--- config.mk ---
export PLATFORM = sky130hd
export DESIGN_NAME = cbc_sequencer_flat
export DESIGN_NICKNAME = d
export VERILOG_FILES = /design/src/rtl/cbc_sequencer_if.sv /design/src/rtl/cbc_sequencer.sv /design/src/flat_wrapper.sv
export SDC_FILE = /design/constraint.sdc
export NUM_CORES = 1
export LEC_CHECK = 0
export ABC_CLOCK_PERIOD_IN_PS = 2300
export BUFFER_PORTS_ARGS = -buffer_cell sky130_fd_sc_hd__buf_2
export CORE_AREA = 5 5 350 352
export CTS_BUF_LIST = sky130_fd_sc_hd__clkbuf_2 sky130_fd_sc_hd__clkbuf_4 sky130_fd_sc_hd__clkbuf_8
export DETAILED_ROUTE_END_ITERATION = 10
export DIE_AREA = 0 0 355 357
export GPL_TIMING_DRIVEN = 1
export PLACE_DENSITY_LB_ADDON = 0.08
export SLEW_MARGIN = 20
export SYNTH_ARGS = -nofsm -noshare
export SYNTH_HDL_FRONTEND = slang
export SYNTH_SLANG_ARGS = --single-unit
--- constraint.sdc ---
create_clock -name Clk -period 2.3 [get_ports Clk]
set_input_delay 0.46 -clock Clk [delete_from_list [all_inputs] [get_ports Clk]]
set_output_delay 0.46 -clock Clk [all_outputs]
set_load 0.01 [all_outputs]
--- src/rtl/cbc_sequencer_if.sv ---
// Purpose : bundles the block-in, result-out and cipher-datapath signals of cbc_sequencer.
// Latency : n/a (wiring only).
// Backpres: in_valid/in_ready and out_valid/out_ready are plain valid-ready pairs.
//
// Port summary (slave = sequencer view):
//   block in  : in_valid, in_ready, in_block[127:0], key[127:0], EnDe, iv[127:0], iv_load
//   result out: out_valid, out_ready, out_block[127:0]
//   datapath  : dp_Reset, dp_Start, dp_EnDe, dp_block[127:0], dp_key[127:0] (to cipher),
//               dp_o[127:0], dp_busy (from cipher)
interface cbc_sequencer_if;
    // block input side
    logic         in_valid;
    logic         in_ready;
    logic [127:0] in_block;
    logic [127:0] key;
    logic         EnDe;
    logic [127:0] iv;
    logic         iv_load;

    // result side
    logic         out_valid;
    logic         out_ready;
    logic [127:0] out_block;

    // cipher datapath side
    logic         dp_Reset;
    logic         dp_Start;
    logic         dp_EnDe;
    logic [127:0] dp_block;
    logic [127:0] dp_key;
    logic [127:0] dp_o;
    logic         dp_busy;

    modport slave (
        input  in_valid, in_block, key, EnDe, iv, iv_load,
        input  out_ready,
        input  dp_o, dp_busy,
        output in_ready,
        output out_valid, out_block,
        output dp_Reset, dp_Start, dp_EnDe, dp_block, dp_key
    );

    modport master (
        output in_valid, in_block, key, EnDe, iv, iv_load,
        output out_ready,
        output dp_o, dp_busy,
        input  in_ready,
        input  out_valid, out_block,
        input  dp_Reset, dp_Start, dp_EnDe, dp_block, dp_key
    );
endinterface

--- src/rtl/cbc_sequencer.sv ---
// Purpose : sequences one 128-bit block at a time through an external cipher datapath, ECB or CBC.
// Latency : input transfer to out_valid = datapath busy cycles + 4 (one block in flight at most).
// Backpres: in_ready only in IDLE; result held in OUT until out_ready, indefinitely.
//
// Ports:
//   Clk   - clock, all state updates on the rising edge
//   Reset - synchronous active-high reset, clears all state
//   bus   - cbc_sequencer_if.slave: block input handshake, result handshake, datapath controls
//
// Build option: define CBC_MODE_EN for CBC chaining (chain register, iv/iv_load active).
// Without it the block runs in ECB mode and iv/iv_load are ignored.
module cbc_sequencer (
    input  logic           Clk,
    input  logic           Reset,
    cbc_sequencer_if.slave bus
);

    typedef enum logic [2:0] {
        S_IDLE   = 3'd0,
        S_DP_RST = 3'd1,
        S_DP_GO  = 3'd2,
        S_WAIT   = 3'd3,
        S_OUT    = 3'd4
    } state_t;

    // WAIT cycles without any busy before the first idle cycle is taken as completion
    localparam logic [7:0] WD_LIMIT = 8'd16;

    state_t       state;
    state_t       state_nxt;

    // latched per-block operands; they drive the datapath from DP_RST until leaving WAIT
    logic [127:0] dp_block_q;
    logic [127:0] key_q;
    logic         ende_q;

    logic [127:0] out_block_q;
    logic         seen_busy;
    logic [7:0]   wd_cnt;

    // combinational controls
    logic         in_ready_c;
    logic         out_valid_c;
    logic         dp_start_c;
    logic         dp_reset_c;
    logic         xfer;
    logic         done;
    logic         wd_expired;
    logic         iv_hit;

    logic [127:0] dp_block_nxt;
    logic [127:0] result_c;

`ifdef CBC_MODE_EN
    logic [127:0] chain;
    logic [127:0] blk_q;     // raw input block, becomes the chain value after a decrypt

    // iv_load only acts in IDLE and takes priority over an input transfer there
    assign iv_hit = bus.iv_load && (state == S_IDLE);

    // encrypt chains before the cipher, decrypt chains after it
    assign dp_block_nxt = bus.EnDe ? bus.in_block : (bus.in_block ^ chain);
    assign result_c     = ende_q ? (bus.dp_o ^ chain) : bus.dp_o;
`else
    logic unused_ecb;

    assign iv_hit       = 1'b0;
    assign dp_block_nxt = bus.in_block;
    assign result_c     = bus.dp_o;

    // the IV has no role in ECB; fold it into a sink so it is visibly consumed
    assign unused_ecb   = ^{bus.iv, bus.iv_load};
`endif

    assign wd_expired = (wd_cnt >= WD_LIMIT);

    // ------------------------------------------------------------------
    // state register
    // ------------------------------------------------------------------
    always_ff @(posedge Clk) begin
        if (Reset) begin
            state <= S_IDLE;
        end else begin
            state <= state_nxt;
        end
    end

    // ------------------------------------------------------------------
    // next state and control outputs
    // ------------------------------------------------------------------
    always_comb begin
        state_nxt   = state;
        in_ready_c  = 1'b0;
        out_valid_c = 1'b0;
        dp_start_c  = 1'b0;
        dp_reset_c  = Reset;     // the datapath is also held in reset during our own reset cycle
        xfer        = 1'b0;
        done        = 1'b0;

        case (state)
            S_IDLE: begin
                in_ready_c = !iv_hit;
                xfer       = bus.in_valid && in_ready_c;
                if (xfer) begin
                    state_nxt = S_DP_RST;
                end
            end

            S_DP_RST: begin
                dp_reset_c = 1'b1;
                state_nxt  = S_DP_GO;
            end

            S_DP_GO: begin
                dp_start_c = 1'b1;
                state_nxt  = S_WAIT;
            end

            S_WAIT: begin
                // a datapath that never raises busy is released by the watchdog
                done = !bus.dp_busy && (seen_busy || wd_expired);
                if (done) begin
                    state_nxt = S_OUT;
                end
            end

            S_OUT: begin
                out_valid_c = 1'b1;
                if (bus.out_ready) begin
                    state_nxt = S_IDLE;
                end
            end

            default: begin
                state_nxt = S_IDLE;
            end
        endcase
    end

    // ------------------------------------------------------------------
    // operand latch, WAIT tracking and result register
    // ------------------------------------------------------------------
    always_ff @(posedge Clk) begin
        if (Reset) begin
            dp_block_q  <= '0;
            key_q       <= '0;
            ende_q      <= 1'b0;
            out_block_q <= '0;
            seen_busy   <= 1'b0;
            wd_cnt      <= '0;
        end else begin
            if (xfer) begin
                dp_block_q <= dp_block_nxt;
                key_q      <= bus.key;
                ende_q     <= bus.EnDe;
            end

            // WAIT always starts from a clean busy history and watchdog
            if (state == S_DP_GO) begin
                seen_busy <= 1'b0;
                wd_cnt    <= '0;
            end else if ((state == S_WAIT) && !done) begin
                if (bus.dp_busy) begin
                    seen_busy <= 1'b1;
                end
                if (wd_cnt != 8'hFF) begin
                    wd_cnt <= wd_cnt + 8'd1;
                end
            end

            if (done) begin
                out_block_q <= result_c;
            end
        end
    end

`ifdef CBC_MODE_EN
    // chain only moves on a completed block or an IV load; an aborted block leaves no trace
    always_ff @(posedge Clk) begin
        if (Reset) begin
            chain <= '0;
            blk_q <= '0;
        end else begin
            if (xfer) begin
                blk_q <= bus.in_block;
            end
            if (iv_hit) begin
                chain <= bus.iv;
            end else if (done) begin
                chain <= ende_q ? blk_q : bus.dp_o;
            end
        end
    end
`endif

    // ------------------------------------------------------------------
    // outputs
    // ------------------------------------------------------------------
    assign bus.in_ready  = in_ready_c;
    assign bus.out_valid = out_valid_c;
    assign bus.out_block = out_block_q;
    assign bus.dp_Reset  = dp_reset_c;
    assign bus.dp_Start  = dp_start_c;
    assign bus.dp_EnDe   = ende_q;
    assign bus.dp_block  = dp_block_q;
    assign bus.dp_key    = key_q;

endmodule

--- src/flat_wrapper.sv ---
// flat-port wrapper written by rule: the top's interface ports become plain ports
module cbc_sequencer_flat 
  (Clk, Reset, bus_in_valid, bus_in_block, bus_key, bus_EnDe, bus_iv, bus_iv_load, bus_out_ready, bus_dp_o, bus_dp_busy, bus_in_ready, bus_out_valid, bus_out_block, bus_dp_Reset, bus_dp_Start, bus_dp_EnDe, bus_dp_block, bus_dp_key);
  cbc_sequencer_if bus_i ();
  input  logic Clk;
  input  logic Reset;
  input wire logic [$bits(bus_i.in_valid)-1:0] bus_in_valid;
  input wire logic [$bits(bus_i.in_block)-1:0] bus_in_block;
  input wire logic [$bits(bus_i.key)-1:0] bus_key;
  input wire logic [$bits(bus_i.EnDe)-1:0] bus_EnDe;
  input wire logic [$bits(bus_i.iv)-1:0] bus_iv;
  input wire logic [$bits(bus_i.iv_load)-1:0] bus_iv_load;
  input wire logic [$bits(bus_i.out_ready)-1:0] bus_out_ready;
  input wire logic [$bits(bus_i.dp_o)-1:0] bus_dp_o;
  input wire logic [$bits(bus_i.dp_busy)-1:0] bus_dp_busy;
  output wire logic [$bits(bus_i.in_ready)-1:0] bus_in_ready;
  output wire logic [$bits(bus_i.out_valid)-1:0] bus_out_valid;
  output wire logic [$bits(bus_i.out_block)-1:0] bus_out_block;
  output wire logic [$bits(bus_i.dp_Reset)-1:0] bus_dp_Reset;
  output wire logic [$bits(bus_i.dp_Start)-1:0] bus_dp_Start;
  output wire logic [$bits(bus_i.dp_EnDe)-1:0] bus_dp_EnDe;
  output wire logic [$bits(bus_i.dp_block)-1:0] bus_dp_block;
  output wire logic [$bits(bus_i.dp_key)-1:0] bus_dp_key;
  assign bus_i.in_valid = bus_in_valid;
  assign bus_i.in_block = bus_in_block;
  assign bus_i.key = bus_key;
  assign bus_i.EnDe = bus_EnDe;
  assign bus_i.iv = bus_iv;
  assign bus_i.iv_load = bus_iv_load;
  assign bus_i.out_ready = bus_out_ready;
  assign bus_i.dp_o = bus_dp_o;
  assign bus_i.dp_busy = bus_dp_busy;
  assign bus_in_ready = bus_i.in_ready;
  assign bus_out_valid = bus_i.out_valid;
  assign bus_out_block = bus_i.out_block;
  assign bus_dp_Reset = bus_i.dp_Reset;
  assign bus_dp_Start = bus_i.dp_Start;
  assign bus_dp_EnDe = bus_i.dp_EnDe;
  assign bus_dp_block = bus_i.dp_block;
  assign bus_dp_key = bus_i.dp_key;
  cbc_sequencer u_core (.Clk(Clk), .Reset(Reset), .bus(bus_i));
endmodule
==> results by group, run 1 <==
Run status
  • Status: completed

Clocking
  • Inserted Clock Buffers: 86
  • CTS clock-pin slew for the worst setup and hold paths: 0.06 ns
  • Root buffer cell: clkbuf_8
  • CTS tree: done
  • Max H-tree Level: 3
  • Clock latency at the later pin of the worst-skew pair: 0.69 ns
  • Clk sinks: 397
  • Postcts setup bufs: 0
  • Clock Tree Buf Depth: 3

Floorplan
  • Die ar.: 127,000 um^2
  • Die width: 355 um
  • Rows: around 130
  • # IOs: roughly 910
  • Core area: 119,000 um^2
  • Die height: 357 um
  • Initial core utilization: 11.6%

Route
  • Via count: 16,100
  • Vias per inst: about 3.6
  • Routed wire per std cell: 16.4 um
  • Drt total wl: about 74,000 um
  • Initial DRC Count: 638
  • # DRC: 0
  • Drt pass-1 iters: 5
  • ANT nets after route: 0

Logic synthesis
  • Dominant cell type by area after synthesis: dfxtp_1
  • Yosys cell types: 35
  • Synth Cell Area: 13,800 um^2
  • Synthesized area per cell: 7.88 um^2
  • Synth Instances: 1,754
  • Sequential share of the synthesized area: 57.5%
  • YS warnings: 0
  • Synth area leaders: dfxtp_1 (57%), nand2_1 (21%), a21oi_1 (14%), clkbuf_1 (2.1%), buf_2 (1.6%)
  • Syn_nets: 2,275
  • #FFs+latches synth: 397
  • Top-area cell type share of the netlist area: ~57%

Setup path
  • Crit path depth: 4
  • Worst path bufs/invs: 2
  • CP top delay family: simple AND/OR/NAND/NOR gates
  • Cell Chain, Critical Path: buf_6 -> nor3b_1 -> or2_4 -> buf_6
  • Most used cell, CP: buf_6
  • Worst R2R Start: u_core.wd_cnt[7]
  • Crit path required time: roughly 1.8 ns
  • Critical path endpoint: bus_dp_Reset
  • Crit. End Element: primary output
  • Critical-path top delay cell: dfxtp_2
  • Worst path max stage delay: between 0.3 and 0.4 ns
  • Max FO, Critical Path: 7
  • Worst R2R Setup Slack: 0.31 ns
  • R2R cell count: 5
  • Critical R2R Capture: u_core.bus.out_block[18]
  • WP data arrival: 1.62 ns
  • CP Class: reg -> out
  • Startpoint types: flip-flop
  • CP startpoint: u_core.state[0]

Finish
  • Commonest non-fill, non-tap cell in the layout: buf_2
  • Fillers: 13,400
  • Most frequent cells in the layout: buf_2 (775), nand2_1 (770), dfxtp_1 (395)
  • Post-Layout Cell Count: 4,528
  • Final instance area: 25,200 um^2
  • Multi-input gate area: 5300 um^2
  • Post-layout net count: approximately 3,400
  • Register area: ~8000 um^2
  • Area Growth Syn to Fin: 82.6%
  • Share of cells above drive strength 1: 33.2%

Job
  • Max-cap violations: 0

STA
  • Max Fclk: between 400 and 500 MHz
  • Final setup violation count: 0
  • Worst-Margin Slew: 0.811 ns
  • Min cycle time layout: roughly 2.1 ns
  • Fin. Hold Viols: 0
  • Post-route setup TNS: 0 ns
  • Final worst path period share: 90.4%
  • RSZ-0062 raised after global routing: false
  • Slew headroom: 46.0%
  • Clock skew: around 0.031 ns
  • Max-slew violations: 0

Placed design
  • Detailed Place HPWL: 55,700 um
  • GPL Wtd Cong: 0.803
  • Placed cell count: approximately 4,000
  • Buffers added on ports: 778
  • Placed cell area: 19,700 um^2

Global routing
  • GR Overflow Total: 0
  • Global-route wire length before repair: 109,000 um
  • Largest net degree at the start of global routing: about 120
  • Vias in the first global route: 17,000
  • All-Layer GR Usage: between 10% and 20%
  • Antenna violations before repair: 7

Power
  • PD cells: 707 nW/um^2
  • Leak: 0.0110 uW
  • VDD IR-drop max: 0.000322 V
  • Overall power: 17,800 uW

Min path
  • Hold Path Stages: 3
  • Worst min-delay path startpoint: bus_in_block[56]
  • Worst hold-check path type: in -> reg
-- synth_stat cells --
library cell and n:
ha_1 2, dfxtp_1 397, o31ai_1 3, nor3b_1 3, nand2b_1 1, or4_4 1, nor4_2 1, o41ai_1 1
o211ai_2 1, and4bb_2 1, or4_1 3, o21bai_1 1, buf_4 10, inv_1 4, and4b_1 2, nand2_1 771
a21o_1 1, nor2_1 7, or3_1 1, a31oi_1 1, nand3_1 6, buf_2 43, a21oi_1 394, buf_6 3
clkbuf_1 76, and3_1 3, o21ai_0 5, a21boi_0 1, nor3_1 2, o311ai_0 1, or2_2 3, and3b_1 1
nand4_1 2, and2_1 1, o211a_1 1
-- sequential cells by signal (all words and copies together), names as in the netlist --
| register | count |
|---|---|
| u_core.bus.dp_key | 128 |
| u_core.seen_busy | 1 |
| u_core.wd_cnt | 8 |
| u_core.state | 3 |
| u_core.bus.out_block | 128 |
| u_core.bus.dp_block | 128 |
| u_core.bus.dp_EnDe | 1 |
-- logic make-up (layout without fill, tap and decap cells) --
group	after synthesis	count (layout)	share of synthesized area (%)
flops	397	397	57.5
fa+ha+maj	2	2	0.181
simple gates	809	809	22.7
compound gates	410	410	15.1
buf+inv	136	1359	4.52
other cells	0	3	0
-- layout make-up --
class / instances / share of cell area [%]
repair buffers: 1212 / 33.0
clock inverters: 7 / 0.238
well taps: 1548 / 7.67
clock buffers: 136 / 6.50
flip-flops and latches: 397 / 31.5
inverters: 4 / 0.0595
diodes: 3 / 0.0297
multi-input cells: 1221 / 21.0
-- per-stage QoR --
step                utilization [%]  hold slack (ns)  setup WS [ns]
finish                         21.2            0.119          0.221
global route                   21.2           0.0298         0.0244
CTS                            21.2          0.00278         0.0306
detailed placement             16.5            0.443          0.240
global placement               16.5            0.438          0.243
floorplan                         -            0.481          0.614
-- how the worst min path moves through the flow --
stage	end	slack [ns]
floorplan	u_core.bus.dp_EnDe	0.48
global placement	u_core.bus.out_block[26]	0.44
detailed placement	u_core.bus.dp_key[36]	0.44
CTS	u_core.bus.dp_block[56]	0.003
global route	u_core.bus.dp_block[56]	0.03
finish	u_core.bus.dp_block[56]	0.12
-- power by group --
part	internal, uW	switching (uW)
Clock	4480	3420
Sequential	7210	156
Combinational	1230	1350
Total	12900	4930
-- worst min-delay path, cell delays in order --
cell and delay (ns):
buf_2 0.10, nand2_1 0.12, a21oi_1 0.08
-- per-layer routing --
| metal | track usage, % | up-vias | routed length (um) | share of wire (%) |
|---|---|---|---|---|
| li1 | - | 8014 | - | - |
| met1 | 12.8 | 7435 | 29800 | 40 |
| met4 | 3.54 | 4 | 1880 | 2.5 |
| met2 | 19.1 | 555 | 35500 | 48 |
| met3 | 4.74 | 114 | 7140 | 9.6 |
| met5 | 0 | - | 34 | 0.046 |
-- what timing repair did --
action | in CTS | in global routing
hold buffers | 382 | 0
endpoints found under the hold margin | 382 | 0
resized for setup | 13 | 0
endpoints found under the setup margin | 3 | 0
Note: power is estimated with default switching activity, not from simulation.
==> run 2: changes to the inputs <==
--- a/config.mk
+++ b/config.mk
@@ -5,7 +5,7 @@
 export SDC_FILE = /design/constraint.sdc
 export NUM_CORES = 1
 export LEC_CHECK = 0
-export ABC_CLOCK_PERIOD_IN_PS = 2300
+export ABC_CLOCK_PERIOD_IN_PS = 2150
 export BUFFER_PORTS_ARGS = -buffer_cell sky130_fd_sc_hd__buf_2
 export CORE_AREA = 5 5 350 352
 export CTS_BUF_LIST = sky130_fd_sc_hd__clkbuf_2 sky130_fd_sc_hd__clkbuf_4 sky130_fd_sc_hd__clkbuf_8
==> constraint.sdc (replaced) <==
create_clock -name Clk -period 2.15 [get_ports Clk]
set_input_delay 0.43 -clock Clk [delete_from_list [all_inputs] [get_ports Clk]]
set_output_delay 0.43 -clock Clk [all_outputs]
set_load 0.01 [all_outputs]
==> run 2 against run 1 <==
Final cell count increased by 0.40%. Clock skew increased by 0.0069 ns. Sequential share of layout area decreased by 0.29 points. Clock-buffer cell count increased by 1. Worst setup slack got worse by 0.14 ns. First-iteration DRC count decreased by 22%. Largest power group unchanged.
==> results by group, run 2 (same netlist as run 1, synthesis figures left out) <==
Run status
  • Status: completed

Clocking
  • CTS tree: done
  • Inserted Clock Buffers: 87 (+1.2%)
  • Clk sinks: 397 (unchanged)
  • Clock latency at the later pin of the worst-skew pair: 0.69 ns (about the same)
  • Root buffer cell: clkbuf_8
  • Clock Tree Buf Depth: 3 (unchanged)
  • Max H-tree Level: 3 (unchanged)
  • CTS clock-pin slew for the worst setup and hold paths: 0.06 ns (about the same)

Finish
  • Most frequent cells in the layout: buf_2 (773), nand2_1 (770), a21oi_1 (394), dfxtp_1 (394), dlygate4sd3_1 (387)
  • Share of cells above drive strength 1: 33.4% (+0.25 points)
  • Final instance area: 25,500 um^2 (+1.0%)
  • Fillers: 13,500 (+0.82%)
  • Commonest non-fill, non-tap cell in the layout: buf_2
  • Post-layout net count: 3,458 (+0.44%)
  • Area Growth Syn to Fin: 84.4%

STA
  • Max Fclk: 484 MHz
  • Slew headroom: 62.2% (+16 points)
  • Clock skew: 0.0375 ns (+0.00694 ns)
  • Hold_ws: 0.138 ns (+0.0190 ns)
  • Setup ws final: 0.0851 ns (-0.136 ns)
  • Final worst path period share: 96.0%
  • Fin. Hold Viols: 0 (unchanged)
  • Worst-Margin Slew: 0.568 ns (-0.243 ns)
  • Max-slew violations: 0 (unchanged)
  • Min cycle time layout: 2.06 ns
  • Final setup violation count: 0 (unchanged)
  • RSZ-0062 raised after global routing: true

Setup path
  • Cell Chain, Critical Path: dlygate4sd3_1 -> buf_8 -> or2_4 -> buf_6
  • Max FO, Critical Path: 47 (+40)
  • Worst R2R Start: u_core.wd_cnt[7]
  • Worst path max stage delay: 0.56 ns (+0.23 ns)
  • CP startpoint: Reset
  • WP data arrival: 1.63 ns (about the same)
  • Worst R2R Setup Slack: 0.24 ns (-0.07 ns)
  • Crit path required time: 1.72 ns (-0.12 ns)
  • Critical-path top delay cell: dlygate4sd3_1
  • Startpoint types: input pin
  • Crit. End Element: primary output
  • CP top delay family: buffers and inverters
  • Worst path bufs/invs: 3 (+1)
  • CP Class: in -> out

Route
  • # DRC: 0 (unchanged)
  • Routed wire per std cell: 16.4 um (-0.17%)
  • Via count: 16,300 (+0.98%)
  • Initial DRC Count: 500 (-22%)
  • Drt pass-1 iters: 5 (unchanged)
  • Vias per inst: 3.58 (+0.58%)
  • Drt total wl: 74,500 um (+0.23%)
  • ANT nets after route: 0 (unchanged)

Min path
  • Worst hold-check path type: in -> reg
  • Worst min-delay path startpoint: bus_in_valid

Global routing
  • Largest net degree at the start of global routing: 96 (-19%)
  • Global-route wire length before repair: 109,000 um (about the same)
  • Antenna violations before repair: 7 (unchanged)
  • All-Layer GR Usage: 11.2% (-0.020 points)
  • GR Overflow Total: 0 (unchanged)
  • Vias in the first global route: 17,100 (+0.70%)

Floorplan
  • # IOs: 908 (unchanged)
  • Initial core utilization: 11.6% (unchanged)
  • Core area: 119,000 um^2 (unchanged)
  • Die width: 355 um (unchanged)
  • Die height: 357 um (unchanged)
  • Die ar.: 127,000 um^2 (unchanged)
  • Rows: 127 (unchanged)

Placed design
  • Buffers added on ports: 778 (unchanged)
  • Pre-CTS WS: 0.0939 ns (-0.146 ns)
  • GPL Wtd Cong: 0.794 (-1.1%)
  • Placed cell area: 19,700 um^2 (+0.45%)
  • Detailed Place HPWL: 56,400 um (+1.3%)

Power
  • Overall power: 19,300 uW (+8.2%)
  • Leak: 0.0111 uW (+1.1%)
  • PD cells: 758 nW/um^2 (+7.2%)
  • VDD IR-drop max: 0.000366 V (+14%)

Job
  • Max-cap violations: 0 (unchanged)
-- run 2: cell types whose count changed in the layout (fill, tap and decap cells not counted), moves of 3 or more --
cell and delta:
dlygate4sd3_1 +5, clkbuf_8 +8, buf_4 +8, clkinv_2 +3, clkbuf_4 -7, buf_12 +4
-- run 2: power by group --
| part | internal [uW] | leakage, uW | total, uW | switching [uW] |
|---|---|---|---|---|
| Sequential | 7710 | 0.00323 | 7890 | 176 |
| Combinational | 1330 | 0.00696 | 2770 | 1440 |
| Clock | 4970 | 0.000950 | 8650 | 3680 |
-- run 2: final timing paths --
check,depth (start not counted),endpoint
max,4,bus_dp_Reset
min,3,u_core.state[0]
max reg2reg,5,u_core.bus.out_block[116]
min reg2reg,2,u_core.bus.out_block[8]
-- run 2: what timing repair did --
action | in CTS | in global routing
endpoints found under the hold margin | 386 | 0
hold buffers | 387 | 0
gates resized for setup | 18 | 0
setup endpoints to repair | 4 | 3
setup buffers | 4 | 0
pin swaps | 1 | 1
-- run 2: cell type report --
cell class                 instances  area [um^2]  area share, %
antenna                            4         10.0         0.0393
sequential                       397         7960           31.2
tap                             1548         1940           7.60
inverter                           4         15.0         0.0589
multi-input combinational       1221         5310           20.8
clock buffer                     137         1700           6.66
clock inverter                     9         72.6          0.285
timing repair buffer            1226         8490           33.3
-- run 2: tightest hold or removal path, delay by kind of cell --
family                 cells  cell delay [ns]
buffers and inverters      1             0.13
AO/OA/AOI/OAI              2             0.19
-- run 2: through the flow --
step	instances	TNS (ns)	util [%]
2_1_floorplan	1754	0	-
3_3_place_gp	4005	0	16.6
3_5_place_dp	4005	0	16.6
4_1_cts	4542	-0.0191	21.4
5_1_grt	4546	-0.0515	21.4
6_report	4546	0	21.4
-- run 2: layer usage --
| layer | wire, um | track usage, % |
|---|---|---|
| met5 | 21 | 0 |
| met4 | 2890 | 4.36 |
| met3 | 6770 | 4.71 |
| met2 | 35700 | 19.2 |
| met1 | 29200 | 12.3 |
==> run 3: changes to the inputs <==
==> constraint.sdc (replaced) <==
create_clock -name Clk -period 2.15 [get_ports Clk]
set_input_delay 0.215 -clock Clk [delete_from_list [all_inputs] [get_ports Clk]]
set_output_delay 0.215 -clock Clk [all_outputs]
set_load 0.01 [all_outputs]
==> run 3 against run 2 <==
Register-to-register slack barely moved. Final cell count fell by 0.40%. Via count fell by 0.50%. Clock skew decreased by 0.0096 ns.
==> results by group, run 3 (same netlist as run 1, synthesis figures left out) <==
Placed design
  • Placed cell count: 3,990 (-0.37%)
  • Pre-CTS WS: 0.0588 ns (-0.0352 ns)
  • Detailed Place HPWL: 55,800 um (-1.1%)
  • Buffers added on ports: 778 (unchanged)
  • GPL Wtd Cong: 0.796 (+0.20%)

Setup path
  • Startpoint types: flip-flop
  • Crit path required time: 1.93 ns (+0.21 ns)
  • CP Class: reg -> out
  • Max FO, Critical Path: 8 (-83%)
  • Cell Chain, Critical Path: nor3b_4 -> buf_4
  • CP top delay family: flip-flops
  • Worst path bufs/invs: 1 (-2)
  • Crit. End Element: primary output
  • Critical-path top delay cell: dfxtp_1
  • Worst path max stage delay: 0.51 ns (-0.05 ns)
  • WP data arrival: 1.75 ns (+0.12 ns)

Clocking
  • CTS clock-pin slew for the worst setup and hold paths: 0.05 ns (about the same)
  • Clock latency at the later pin of the worst-skew pair: 0.67 ns (-0.02 ns)
  • Root buffer cell: clkbuf_8
  • Clk sinks: 397 (unchanged)
  • Postcts setup bufs: 0 (-4)
  • Clock Tree Buf Depth: 3 (unchanged)
  • Inserted Clock Buffers: 88 (+1.1%)
  • CTS tree: done
  • Max H-tree Level: 3 (unchanged)

Power
  • Seq pwr share: 40.4% (-0.4 points)
  • VDD IR-drop max: 0.000460 V (+26%)
  • Clock power share: 45.5% (+0.7 points)
  • PD cells: 770 nW/um^2 (+1.6%)
  • Int Pwr: 14,300 uW (+1.8%)
  • P_sw: 5270 uW (-0.53%)
  • Comb pwr share: 14.1% (-0.2 points)
  • Sw frac: 27.0% (-0.45 points)
  • Leak: 0.0111 uW (-0.69%)

Finish
  • Commonest non-fill, non-tap cell in the layout: buf_2
  • Most frequent cells in the layout: buf_2 (776), nand2_1 (770), dfxtp_1 (396)
  • Area Growth Syn to Fin: 83.6%
  • Post-Layout Cell Count: 4,528 (-0.40%)
  • Fillers: 13,400 (-0.58%)
  • Share of cells above drive strength 1: 32.9% (-0.48 points)
  • Post-layout net count: 3,442 (-0.46%)
  • Final Core Density: 21.3% (-0.094 points)

STA
  • Max Fclk: 509 MHz (+5.2%)
  • Final setup violation count: 0 (unchanged)
  • Fin. Hold Viols: 0 (unchanged)
  • Worst-Margin Slew: 0.782 ns (+0.214 ns)
  • Clock skew: 0.0280 ns (-0.00957 ns)
  • Max-slew violations: 0 (unchanged)
  • Setup ws final: 0.187 ns (+0.102 ns)
  • RSZ-0062 raised after global routing: false
  • Min cycle time layout: 1.96 ns (-0.102 ns)
  • Post-route setup TNS: 0 ns (unchanged)
  • Final worst path period share: 91.3% (-4.8 points)
  • Slew headroom: 47.9% (-14 points)

Route
  • ANT nets after route: 0 (unchanged)
  • Via count: 16,200 (-0.50%)
  • Vias per inst: 3.58 (-0.11%)
  • Initial DRC Count: 600 (+20%)
  • # DRC: 0 (unchanged)
  • Drt total wl: 74,900 um (+0.50%)
  • Drt pass-1 iters: 5 (unchanged)
  • Routed wire per std cell: 16.5 um (+0.90%)

Floorplan
  • Die height: 357 um (unchanged)
  • Die ar.: 127,000 um^2 (unchanged)
  • # IOs: 908 (unchanged)
  • Die width: 355 um (unchanged)
  • Initial core utilization: 11.6% (unchanged)
  • Core area: 119,000 um^2 (unchanged)
  • Rows: 127 (unchanged)

Global routing
  • All-Layer GR Usage: 11.2% (+0.014 points)
  • Largest net degree at the start of global routing: 90 (-6.3%)
  • Global-route wire length before repair: 109,000 um (-0.41%)
  • Vias in the first global route: 17,000 (-0.67%)
  • Antenna violations before repair: 4 (-3)
  • GR Overflow Total: 0 (unchanged)

Run status
  • Status: completed

Job
  • Max-cap violations: 0 (unchanged)

Min path
  • Worst hold-check path type: in -> reg
run 3: cell count changes in the layout (fill, tap and decap cells not counted), moves of 2 or more:
cell           before  now
buf_2             773  776
buf_4              42   24
buf_6               3    0
bufinv_16           0    3
clkbuf_8          107  105
clkinvlp_4          0    2
dfxtp_1           394  396
dfxtp_4             2    0
dlygate4sd3_1     387  389
inv_8               2    0
run 3: area by class of cell:
type	count	area [um^2]	area share, %
antenna	3	7.51	0.0296
clock buffer	135	1670	6.58
clock inverter	11	139	0.547
inverter	4	15.0	0.0592
multi-input combinational	1221	5310	20.9
sequential	397	7950	31.3
tap	1548	1940	7.63
timing repair buffer	1209	8350	32.9
run 3: path summary, 6_finish.rpt:
check | startpoint | to | slack (ns) | cells after the start
worst max-delay path | u_core.state[2] | bus_out_valid | 0.19 | 2
worst min-delay path | bus_in_block[32] | u_core.bus.dp_block[32] | 0.32 | 4
worst max register to register | u_core.state[0] | u_core.bus.out_block[85] | 0.23 | 5
worst min register to register | u_core.bus.out_block[89] | u_core.bus.out_block[89] | 0.45 | 2
run 3: worst reg2reg max path, delay by kind of cell (launching register included):
| kind | cells | cell delay [ns] |
|---|---|---|
| DFF | 1 | 0.58 |
| AOI/OAI and AO/OA | 2 | 0.55 |
| and+or+nand+nor | 2 | 0.44 |
| buffers and inverters | 1 | 0.28 |
run 3: power groups by stage:
| stage | Clock (uW) | Sequential, uW | Combinational [uW] |
|---|---|---|---|
| CTS | 9490 | 7890 | 2850 |
| finish | 8890 | 7890 | 2750 |
| global placement | 0 | 8030 | 2220 |
| global route | 9760 | 7930 | 3040 |
| detailed placement | 0 | 8040 | 2220 |
| floorplan | 0 | 8180 | 799 |
run 3: timing repair:
action / 4_1_cts / 5_1_grt
setup endpoints to repair: 2 / 2
resized for setup: 6 / 1
endpoints found under the hold margin: 389 / 0
hold buffers: 389 / 0
run 3: metal layers:
layer | GRT usage [%] | part of all wire [%]
met3 | 3.92 | 8.1
met5 | 0 | 0.017
met1 | 12.9 | 41
met4 | 4.31 | 3.4
met2 | 19.1 | 48
run 3: stage by stage:
stage / total power [uW] / cell area [um^2] / hold slack [ns]
floorplan: 8980 / 13800 / 0.351
global placement: 10200 / 19600 / 0.439
detailed placement: 10300 / 19600 / 0.443
CTS: 20200 / 25400 / 0.161
global route: 20700 / 25400 / 0.225
finish: 19500 / 25400 / 0.315
